==> config.mk <==
export PLATFORM = sky130hd
export DESIGN_NAME = conf_int_mul_seq_apx_flat
export DESIGN_NICKNAME = d
export VERILOG_FILES = /design/src/rtl/conf_mul_pkg.sv /design/src/rtl/conf_int_mul_seq_apx_if.sv /design/src/rtl/conf_int_mul_core.sv /design/src/rtl/conf_int_mul_seq_apx.sv /design/src/flat_wrapper.sv
export SDC_FILE = /design/constraint.sdc
export NUM_CORES = 1
export LEC_CHECK = 0
export CAP_MARGIN = 5
export CORE_UTILIZATION = 45
export DETAILED_ROUTE_END_ITERATION = 10
export GPL_TIMING_DRIVEN = 0
export SLEW_MARGIN = 20
export SYNTH_ARGS = -nofsm -noshare
export SYNTH_HDL_FRONTEND = slang
export SYNTH_HIERARCHICAL = 1
export SYNTH_SLANG_ARGS = --single-unit
export TNS_END_PERCENT = 10
==> constraint.sdc <==
create_clock -name clk -period 8.8 [get_ports clk]
set_clock_uncertainty 0.1 [all_clocks]
set_input_delay 1.76 -clock clk [delete_from_list [all_inputs] [get_ports clk]]
set_output_delay 1.76 -clock clk [all_outputs]
set_load 0.02 [all_outputs]
==> src/rtl/conf_mul_pkg.sv <==
// Shared types and helpers for the configurable-precision sequential multiplier.
// Holds the FSM state encoding and the saturating output-window function.
package conf_mul_pkg;

  typedef enum logic [1:0] {
    ST_IDLE = 2'd0,
    ST_LO   = 2'd1,
    ST_HI   = 2'd2,
    ST_DONE = 2'd3
  } state_e;

  // prod is the full product sign-extended to 64 bits; out_w must be below 64.
  function automatic logic [63:0] win_sat(input logic [63:0] prod, input int unsigned sh,
                                          input int unsigned out_w);
    logic signed [63:0] s;
    logic signed [63:0] top;
    logic        [63:0] mask;
    logic        [63:0] r;
    s    = $signed(prod) >>> sh;
    mask = (64'd1 << out_w) - 64'd1;
    // Everything from the window MSB upwards must be a pure sign extension.
    top  = s >>> (out_w - 1);
    if (top == '0 || top == '1) begin
      r = s & mask;
    end else if (s[63]) begin
      r = 64'd1 << (out_w - 1);
    end else begin
      r = mask >> 1;
    end
    return r;
  endfunction

endpackage

==> src/rtl/conf_int_mul_seq_apx_if.sv <==
// Request/response handshake bundle for conf_int_mul_seq_apx.
// slave is the multiplier side; master is the producer/consumer side.
interface conf_int_mul_seq_apx_if #(
  parameter int unsigned A_W   = 24,
  parameter int unsigned B_W   = 12,
  parameter int unsigned OUT_W = 32,
  parameter int unsigned SH_W  = 3
);
  logic             in_valid;
  logic             in_ready;
  logic [A_W-1:0]   in_a;
  logic [B_W-1:0]   in_b;
  logic             in_apx;
  logic [SH_W-1:0]  in_shift;
  logic             out_valid;
  logic             out_ready;
  logic [OUT_W-1:0] out_p;
  logic             out_apx;
  logic             busy;

  modport slave (
    input  in_valid, in_a, in_b, in_apx, in_shift, out_ready,
    output in_ready, out_valid, out_p, out_apx, busy
  );

  modport master (
    output in_valid, in_a, in_b, in_apx, in_shift, out_ready,
    input  in_ready, out_valid, out_p, out_apx, busy
  );
endinterface

==> src/rtl/conf_int_mul_core.sv <==
// Combinational signed (H+1) x B_W multiplier shared by the low and high passes.
// Isolated so approximate multiplier variants can be dropped in without touching the FSM.
module conf_int_mul_core #(
  parameter int unsigned H   = 12,
  parameter int unsigned B_W = 12
) (
  input  logic signed [H:0]       a,
  input  logic signed [B_W-1:0]   b,
  output logic signed [H+B_W:0]   p
);
  localparam int unsigned M_W = H + 1 + B_W;

  logic signed [M_W-1:0] a_x;
  logic signed [M_W-1:0] b_x;

  assign a_x = M_W'(a);
  assign b_x = M_W'(b);
  assign p   = a_x * b_x;
endmodule

==> src/rtl/conf_int_mul_seq_apx.sv <==
// Handshaked configurable-precision signed multiplier: two half-width passes (accurate) or high pass
// only (approx), with a selectable output window. Define CONF_MUL_SAT_EN for a saturating window.
module conf_int_mul_seq_apx
  import conf_mul_pkg::*;
#(
  parameter int unsigned A_W   = 24,
  parameter int unsigned B_W   = 12,
  parameter int unsigned OUT_W = 32,
  parameter int unsigned SH_W  = 3
) (
  input logic                    clk,
  input logic                    rstN,
  conf_int_mul_seq_apx_if.slave  bus
);
  localparam int unsigned H      = A_W / 2;
  localparam int unsigned P_W    = A_W + B_W;
  localparam int unsigned SH_MAX = P_W - OUT_W;
  localparam int unsigned M_W    = H + 1 + B_W;

  state_e                  state_q;
  logic signed [A_W-1:0]   a_q;
  logic signed [B_W-1:0]   b_q;
  logic                    apx_q;
  logic [SH_W-1:0]         shift_q;
  logic signed [P_W-1:0]   acc_q;
  logic [OUT_W-1:0]        out_p_q;
  logic                    out_valid_q;
  logic                    out_apx_q;

  logic signed [H:0]       mul_a;
  logic signed [M_W-1:0]   mul_p;
  logic signed [P_W-1:0]   acc_lo;
  logic signed [P_W-1:0]   acc_hi;
  logic [OUT_W-1:0]        win_p;
  logic [SH_W-1:0]         shift_in;
  logic                    in_ready;
  logic                    accept;

  // Low pass feeds a_lo as an unsigned value, high pass feeds a_hi sign-extended.
  always_comb begin
    if (state_q == ST_LO) begin
      mul_a = {1'b0, a_q[H-1:0]};
    end else begin
      mul_a = {a_q[A_W-1], a_q[A_W-1:H]};
    end
  end

  conf_int_mul_core #(
    .H   (H),
    .B_W (B_W)
  ) u_core (
    .a (mul_a),
    .b (b_q),
    .p (mul_p)
  );

  assign acc_lo = P_W'(mul_p);
  assign acc_hi = acc_q + (P_W'(mul_p) << H);

`ifdef CONF_MUL_SAT_EN
  assign win_p = OUT_W'(win_sat(64'(acc_hi), 32'(shift_q), OUT_W));
`else
  // Plain slice: bits above the window are discarded, bits below are truncated.
  assign win_p = OUT_W'(acc_hi >> shift_q);
`endif

  assign shift_in = (32'(bus.in_shift) > SH_MAX) ? SH_W'(SH_MAX) : bus.in_shift;
  assign in_ready = (state_q == ST_IDLE) | ((state_q == ST_DONE) & bus.out_ready);
  assign accept   = bus.in_valid & in_ready;

  always_ff @(posedge clk or negedge rstN) begin
    if (!rstN) begin
      state_q     <= ST_IDLE;
      a_q         <= '0;
      b_q         <= '0;
      apx_q       <= 1'b0;
      shift_q     <= '0;
      acc_q       <= '0;
      out_p_q     <= '0;
      out_valid_q <= 1'b0;
      out_apx_q   <= 1'b0;
    end else begin
      case (state_q)
        ST_IDLE, ST_DONE: begin
          if ((state_q == ST_DONE) && bus.out_ready) begin
            out_valid_q <= 1'b0;
          end
          if (accept) begin
            a_q     <= bus.in_a;
            b_q     <= bus.in_b;
            apx_q   <= bus.in_apx;
            shift_q <= shift_in;
            acc_q   <= '0;
            state_q <= bus.in_apx ? ST_HI : ST_LO;
          end else if ((state_q == ST_DONE) && bus.out_ready) begin
            state_q <= ST_IDLE;
          end
        end
        ST_LO: begin
          acc_q   <= acc_lo;
          state_q <= ST_HI;
        end
        ST_HI: begin
          acc_q       <= acc_hi;
          out_p_q     <= win_p;
          out_apx_q   <= apx_q;
          out_valid_q <= 1'b1;
          state_q     <= ST_DONE;
        end
        default: state_q <= ST_IDLE;
      endcase
    end
  end

  assign bus.in_ready  = in_ready;
  assign bus.out_valid = out_valid_q;
  assign bus.out_p     = out_p_q;
  assign bus.out_apx   = out_apx_q;
  assign bus.busy      = (state_q != ST_IDLE);

endmodule

==> src/flat_wrapper.sv <==
// flat-port wrapper written by rule: the top's interface ports become plain ports
module conf_int_mul_seq_apx_flat import conf_mul_pkg::*;
#(
  parameter int unsigned A_W   = 24,
  parameter int unsigned B_W   = 12,
  parameter int unsigned OUT_W = 32,
  parameter int unsigned SH_W  = 3
)
  (clk, rstN, bus_in_valid, bus_in_a, bus_in_b, bus_in_apx, bus_in_shift, bus_out_ready, bus_in_ready, bus_out_valid, bus_out_p, bus_out_apx, bus_busy);
  conf_int_mul_seq_apx_if #(.A_W(A_W), .B_W(B_W), .OUT_W(OUT_W), .SH_W(SH_W)) bus_i ();
  input logic clk;
  input logic rstN;
  input wire logic [$bits(bus_i.in_valid)-1:0] bus_in_valid;
  input wire logic [$bits(bus_i.in_a)-1:0] bus_in_a;
  input wire logic [$bits(bus_i.in_b)-1:0] bus_in_b;
  input wire logic [$bits(bus_i.in_apx)-1:0] bus_in_apx;
  input wire logic [$bits(bus_i.in_shift)-1:0] bus_in_shift;
  input wire logic [$bits(bus_i.out_ready)-1:0] bus_out_ready;
  output wire logic [$bits(bus_i.in_ready)-1:0] bus_in_ready;
  output wire logic [$bits(bus_i.out_valid)-1:0] bus_out_valid;
  output wire logic [$bits(bus_i.out_p)-1:0] bus_out_p;
  output wire logic [$bits(bus_i.out_apx)-1:0] bus_out_apx;
  output wire logic [$bits(bus_i.busy)-1:0] bus_busy;
  assign bus_i.in_valid = bus_in_valid;
  assign bus_i.in_a = bus_in_a;
  assign bus_i.in_b = bus_in_b;
  assign bus_i.in_apx = bus_in_apx;
  assign bus_i.in_shift = bus_in_shift;
  assign bus_i.out_ready = bus_out_ready;
  assign bus_in_ready = bus_i.in_ready;
  assign bus_out_valid = bus_i.out_valid;
  assign bus_out_p = bus_i.out_p;
  assign bus_out_apx = bus_i.out_apx;
  assign bus_busy = bus_i.busy;
  conf_int_mul_seq_apx #(.A_W(A_W), .B_W(B_W), .OUT_W(OUT_W), .SH_W(SH_W)) u_core (.clk(clk), .rstN(rstN), .bus(bus_i));
endmodule
Word-level counts from Yosys, hierarchy flattened

Cells that the tools add are included.
Widths: inputs -> output; s select.

Flip-flop bits (word level): 112
Output and inout port bits: 36
Input bits: 44

Magnitude comparators: 1
Bitwise logic cells: 3
Shift-type cells: 1
Add/sub/neg operators: 1
Reduce and logical (&&, ||, !) cells: 7
Multiply operators: 1
Equal/unequal tests: 6
Muxes and demuxes: 10

Operators by type and width:

| cell               | number |
|---|---|
| $pmux 36 s3        | 1 |
| $add 36x36->36     | 1 |
| $mux 36            | 1 |
| $shr 36x3->32      | 1 |
| $mul 13x12->25     | 1 |
| $mux 13            | 1 |
| $mux 2             | 3 |
| $pmux 2 s3         | 1 |
| $eq 2x2->1 const B | 2 |
| $ne 2x1->1 const B | 2 |
| $reduce_and 2->1   | 2 |
| $reduce_bool 2->1  | 2 |
| $gt 3x3->1 const B | 1 |
| $mux 3             | 1 |
| $ne 3x1->1 const B | 1 |
| $and 1x1->1        | 2 |
| $eq 2x1->1 const B | 1 |
| $logic_not 2->1    | 1 |
| $pmux 1 s2         | 1 |
| $reduce_or 2->1    | 1 |
| $logic_and 1x1->1  | 1 |
| $mux 1             | 1 |
| $or 1x1->1         | 1 |

Depth between registers and ports, before layout

Gate-level depths: netlist of the first run.

Word-level depth: 6
Mapped depth: 33
Mapped depth without buffers: 31

By module

Netlist of the first run, hierarchy kept.

Modules (own cells, without submodules):

| module               | area an instance (um^2) | times used | cells an instance |
|---|---|---|---|
| conf_int_mul_seq_apx | 6944.2                  | 1          | 704 |
| conf_int_mul_core    | 5925.7                  | 1          | 691 |

Least setup slack after synthesis of the first run

No wires, ideal clock.

Path kind: register -> register
Start: reg u_core.state_q[1]
End: reg u_core.out_p_q[26] (netlist: u_core/bus.out_p[26])
Path slack: 0.743 ns
Data arrival time: 7.867 ns
Cell stages (with the launch flop): 33
Cells stage by stage: dfrtp_1 -> inv_1 -> ha_1 -> clkbuf_1 -> mux2_2 -> clkbuf_1 -> and2_1 -> fa_1 -> inv_1 -> fa_1 -> inv_1 -> fa_1 -> fa_1 -> inv_1 -> fa_1 -> inv_1 -> ha_1 -> a211oi_1 -> o21ai_0 -> o22ai_1 -> inv_1 -> a31oi_1 -> xnor2_1 -> ha_1 -> clkbuf_1 -> nand2_1 -> o21ai_0 -> nor2_1 -> and3_1 -> or3_1 -> and2_1 -> mux4_2 -> o221ai_1

Word-level cells in the longest chain between the ends: 5
Elaborated cells between the ends (all ways): 6

RTL lines:

| item                   | RTL line                    | text |
|---|---|---|
| from (decl)            | conf_int_mul_seq_apx.sv:20  | `state_e state_q;` |
| from (signal assigned) | conf_int_mul_seq_apx.sv:94  | `state_q <= bus.in_apx ? ST_HI : ST_LO;` |
| $eq 2x1->1             | conf_int_mul_seq_apx.sv:41  | `if (state_q == ST_LO) begin` |
| $mux 13                | conf_int_mul_seq_apx.sv:41  |  |
| net u_core.mul_a[5]    | conf_int_mul_seq_apx.sv:30  | `logic signed [H:0] mul_a;` |
| $mul 13x12->25         | conf_int_mul_core.sv:18     | `assign p = a_x * b_x;` |
| net u_core.mul_p[14]   | conf_int_mul_seq_apx.sv:31  | `logic signed [M_W-1:0] mul_p;` |
| $add 36x36->36         | conf_int_mul_seq_apx.sv:58  | `assign acc_hi = acc_q + (P_W'(mul_p) << H);` |
| $shr 36x3->32          | conf_int_mul_seq_apx.sv:64  | `assign win_p = OUT_W'(acc_hi >> shift_q);` |
| to (signal assigned)   | conf_int_mul_seq_apx.sv:105 | `out_p_q <= win_p;` |
| to (decl)              | conf_int_mul_seq_apx.sv:26  | `logic [OUT_W-1:0] out_p_q;` |

The timed path passes the listed nets, and every way through them passes these cells.
A chain may end at the register's enable or synchronous reset.

Worst setup path after layout of the first run

Start: reg u_core.state_q[1]
End: reg u_core.out_p_q[28] (netlist: u_core/bus.out_p[28])

Same word-level chain as after synthesis.

==> results of run 1 <==
[sequential cells by signal, summed over array words and instances (netlist names)]
name and cells:
u_core/shift_q 3, u_core/acc_q 36, u_core/apx_q 1, u_core/bus.out_valid 1, u_core/state_q 2, u_core/bus.out_p 32, u_core/bus.out_apx 1, u_core/a_q 24
u_core/b_q 12
[path summary, 6_finish.rpt]
path | start | to | slack, ns | cells after the start
max in group asynchronous | rstN | u_core/acc_q[14] | 6.66 | 2
min reg2reg | u_core/acc_q[1] | u_core/acc_q[1] | 0.39 | 2
min | u_core/acc_q[1] | u_core/acc_q[1] | 0.39 | 2
min in group asynchronous | rstN | u_core/bus.out_p[31] | 1.23 | 1
max reg2reg | u_core/state_q[1] | u_core/bus.out_p[28] | 0.26 | 29
max | u_core/state_q[1] | u_core/bus.out_p[28] | 0.26 | 29
[critical path, delay by kind of cell (launching register included)]
family | cells | cell delay (ns)
multiplexers | 2 | 0.91
AND/OR/NAND/NOR | 6 | 1.35
flip-flops | 1 | 0.42
buffers and inverters | 5 | 0.63
AO/OA/AOI/OAI | 7 | 1.25
adder cells (fa/ha/maj) | 8 | 3.48
XOR/XNOR | 1 | 0.32
[area by class of cell]
cell class / count / area, sq um
Buffer: 68 / 285
Clock buffer: 11 / 253
Clock inverter: 5 / 53.8
Fill cell: 2668 / 13200
Inverter: 233 / 875
Multi-Input combinational cell: 974 / 9100
Sequential cell: 112 / 2800
Tap cell: 378 / 473
Timing Repair Buffer: 89 / 887
[per-layer routing]
metal | vias to the layer above | GRT usage | part of all wire
li1 | 4778 | - | -
met1 | 4989 | 0.315 | 0.43
met2 | 309 | 0.433 | 0.50
met3 | 61 | 0.0169 | 0.039
met4 | 0 | 0.0955 | 0.031
met5 | - | 0 | 0
[cell families after synthesis]
group	share of synthesized area
simple gates	0.126
buf+inv	0.0909
compound gates	0.129
fa+ha+maj	0.310
flops	0.218
mux	0.0976
xor+xnor	0.0299
[per-stage QoR]
| step | instance area (sq um) | setup TNS, ns | hold WS, ns | std cells | setup slack (ns) |
|---|---|---|---|---|---|
| floorplan | 12900 | 0 | 0.349 | 1395 | 0.743 |
| global placement | 14100 | -13.58 | 0.370 | 1852 | -1.09 |
| detailed placement | 14200 | -12.69 | 0.380 | 1853 | -1.06 |
| CTS | 14500 | 0 | 0.400 | 1869 | 0.00350 |
| global route | 14700 | -0.00551 | 0.418 | 1870 | -0.00551 |
| finish | 14700 | 0 | 0.393 | 1870 | 0.259 |
[cells in the final DEF (no fill, tap or decap), drive strengths merged, types with 9 or more instances in the layout]
cell type	n
buf	22
and2	56
nor3	10
fa	149
a211oi	13
o211ai	13
clkdlybuf4s50	78
mux4	21
inv	234
xor2	14
o21a	9
xnor2	30
clkbuf	68
a21oi	78
o221ai	9
o21ai	64
mux2i	22
a21o	9
mux2	50
dfrtp	112
ha	80
nand2	171
nor2	71
[timing repair]
| action | CTS | global route |
|---|---|---|
| hold buffers | 0 | 0 |
| resized for setup | 22 | 42 |
| pin swaps | 5 | 10 |
| setup buffers | 3 | 6 |
| endpoints found under the setup margin | 24 | 12 |
==> results_dict.tcl, run 1 <==
set metrics [dict create \
    status "complete, no violations" \
    drt_iter0_drc 618 \
    grt_max_degree 58 \
    final_core_utilization 0.527 \
    ios 80 \
    gr-total-overflow 0 \
    ys_warn_count 6 \
    slew_viol_final 0 \
    slew_headroom 0.405 \
    die_area_sq_um 29300 \
    ys_seq_area_frac 0.218 \
    cp_max_fo 10 \
    critPathCaptureType "flip-flop" \
    h-tree-depth 3 \
    max_freq_ghz 0.117 \
    synth-edff-count 0 \
    syn_area_per_cell_sq_um 9.23 \
    grt_pass1_wl_um 55200 \
    place_hpwl_um 28000 \
    max_stage_delay_ns 0.54 \
    rows 61 \
    arrival_ns 8.74 \
    drc 0 \
    start_util 0.461 \
    avgViaCountPerCell 5.42 \
    areaGrowthSynthToFinish_pct 14.4 \
    synth_common_cells "inv_1, nand2_1, fa_1" \
    cts_tree "done" \
    postRouteAntennaNets 0 \
    drive_gt1_frac 0.102 \
    die_w_um 171 \
    ys_types 72 \
    detail_route.wirelength_um 34200 \
    synth.net_count 1668 \
    io_buffers 79 \
    setup_viol 0 \
    root_buffer "clkbuf_16" \
    yosysMostFrequentCell "inv_1" \
    ys_ff_latch 112 \
    min_path_type "reg -> reg" \
    num_vias 10100 \
    worstSetupPathType "reg -> reg" \
    clkLatencyLatePin_ns 0.37 \
    async_reset_ff_frac 1.00 \
    required_ns 9.00 \
    finalCriticalPeriod_ns 8.54 \
    worst_setup_path_start_kind "flip-flop" \
    cpMostUsedCell "fa_1" \
    wl_per_cell_um 18.3 \
    die_y_um 171 \
    cts.sinks 112 \
    netlist_instances 1395 \
    drv_cap 0 \
    hold_viol 0 \
    fin_nets 1760 \
    yosysTopAreaCellShare 0.232 \
    yosysTopAreaCell "fa_1" \
    cp_slowest_cell "fa_1" \
    clockBufferDepth 2 \
    fin_crit_sh 0.971 \
    drt-pass1-iter-count 5 \
    cts_made_buffers 9 \
    first_global_vias 10500 \
    place_congestion 0.882 \
    synth_area_leaders "fa_1, dfrtp_1, ha_1" \
    core_area_sq_um 27900 \
    grt_usage 0.246 \
    synth_top_flop_cell "dfrtp_1" \
    n_antenna_cell 0 \
    antenna_found_initial 0 \
    netlist_area_sq_um 12900 \
    path_clk_slew_ns 0.09 \
    tightest_slew_ns 0.893 \
]
Power of run 1 is not shown: default switching activity piles up to over one toggle a cycle in this logic, so the estimate is an artifact.
==> run 2: changes to the inputs <==
CTS_BUF_LIST = sky130_fd_sc_hd__clkbuf_8   (was unset)
==> results_dict.tcl, run 2 (synthesized netlist as in run 1, its figures left out) <==
set metrics [dict create \
    status "complete, no violations" \
    arrival_ns 8.82 \
    min_path_cells 2 \
    cp_max_fo 10 \
    num_vias 10200 \
    max_freq_ghz 0.117 \
    die_w_um 171 \
    cpMostUsedCell "fa_1" \
    max_stage_delay_ns 0.54 \
    gr-total-overflow 0 \
    worstSetupPathType "reg -> reg" \
    finalCriticalPeriod_ns 8.58 \
    place_congestion 0.882 \
    clockBufferDepth 2 \
    critPathCaptureType "flip-flop" \
    finalInstanceArea_sq_um 14600 \
    critPathTopFamily "adder cells" \
    clkLatencyLatePin_ns 0.41 \
    cp_slowest_cell "fa_1" \
    cp_num_buf_inv 5 \
    detail_route.wirelength_um 34100 \
    ios 80 \
    slew_viol_final 0 \
    cts_hold_buffers 0 \
    drt_iter0_drc 690 \
    hold_viol 0 \
    areaGrowthSynthToFinish_pct 13.7 \
    wl_per_cell_um 18.2 \
    n_antenna_cell 0 \
    hold_ws_ns 0.403 \
    reg2reg_depth 29 \
    setup_viol 0 \
    antenna_found_initial 0 \
    place_area_sq_um 14200 \
    min_path_type "reg -> reg" \
    place_inst 1853 \
    cts.sinks 112 \
    layout_common_cells "inv_1, nand2_1, fa_1" \
    required_ns 9.05 \
    min_to "u_core/acc_q[1]" \
    r2r_start "u_core/state_q[1]" \
    drc 0 \
    final_common_cell "inv_1" \
    first_global_vias 10500 \
    rr_endpoint "u_core/bus.out_p[28]" \
    top_register "u_core/acc_q" \
    place_hpwl_um 28000 \
    path_clk_slew_ns 0.14 \
    fin_nets 1761 \
    core_area_sq_um 27900 \
    layoutNonFillerInstCount 1871 \
    cts_made_buffers 9 \
    rows 61 \
    hold_start "u_core/acc_q[1]" \
    worst_setup_path_start_kind "flip-flop" \
    avgViaCountPerCell 5.44 \
    grt_max_degree 58 \
    grt_pass1_wl_um 55100 \
    drv_cap 0 \
    worst-r2r-setup-slack_ns 0.22 \
    tightest_slew_ns 0.881 \
    largest_register_ffs 36 \
    root_buffer "clkbuf_8" \
    io_buffers 79 \
    slew_headroom 0.413 \
    drive_gt1_frac 0.103 \
    start_util 0.461 \
    die_area_sq_um 29300 \
    tns_ns 0 \
    h-tree-depth 3 \
    grt_usage 0.245 \
    cts_tree "done" \
    postRouteAntennaNets 0 \
    drt-pass1-iter-count 6 \
    die_y_um 171 \
    fin_crit_sh 0.974 \
]
run 2: what timing repair did:
action | in CTS | in global routing
gates resized for setup | 22 | 46
pin swaps | 5 | 10
buffers inserted | 3 | 6
setup endpoints to repair | 24 | 12
hold endpoints to repair | 0 | 0
run 2: cell type report:
class,instances,area (sq um)
plain buffers,69,290
clock buffers,11,151
clock inverters,5,53.8
fillers,2677,13300
inverters,233,875
multi-input cells,974,9100
flip-flops and latches,112,2800
well taps,378,473
repair buffers,89,887
run 2: layer usage:
metal,global-route usage,routed length (um)
met5,0,0
met4,0.0901,986
met3,0.0164,1440
met2,0.433,16900
met1,0.315,14800
run 2: worst reg2reg max path, delay by kind of cell (launching register included):
family	cells	cell delay [ns]
adders and majority gates	8	3.47
and+or+nand+nor	6	1.35
AOI/OAI and AO/OA	7	1.26
muxes	2	0.92
buffers and inverters	5	0.63
DFF	1	0.43
xor gates and xnor gates	1	0.32
run 2: how the worst max path moves through the flow:
stage | startpoint | endpoint | slack [ns] | depth (start not counted)
5_1_grt | u_core/state_q[1] | u_core/bus.out_p[28] | -0.02 | 31
6_report | u_core/state_q[1] | u_core/bus.out_p[28] | 0.22 | 29
3_5_place_dp | u_core/state_q[1] | u_core/bus.out_p[28] | -1.06 | 28
3_3_place_gp | u_core/state_q[1] | u_core/bus.out_p[28] | -1.09 | 29
4_1_cts | u_core/state_q[1] | u_core/bus.out_p[27] | 0.003 | 31
2_1_floorplan | u_core/state_q[1] | u_core/bus.out_p[26] | 0.74 | 32
run 2: metrics by stage:
step	setup WS, ns	util
detailed placement	-1.06	0.507
floorplan	0.743	-
finish	0.225	0.524
global placement	-1.09	0.506
CTS	0.00303	0.517
global route	-0.0184	0.524
Power of run 2 is left out for the same reason.
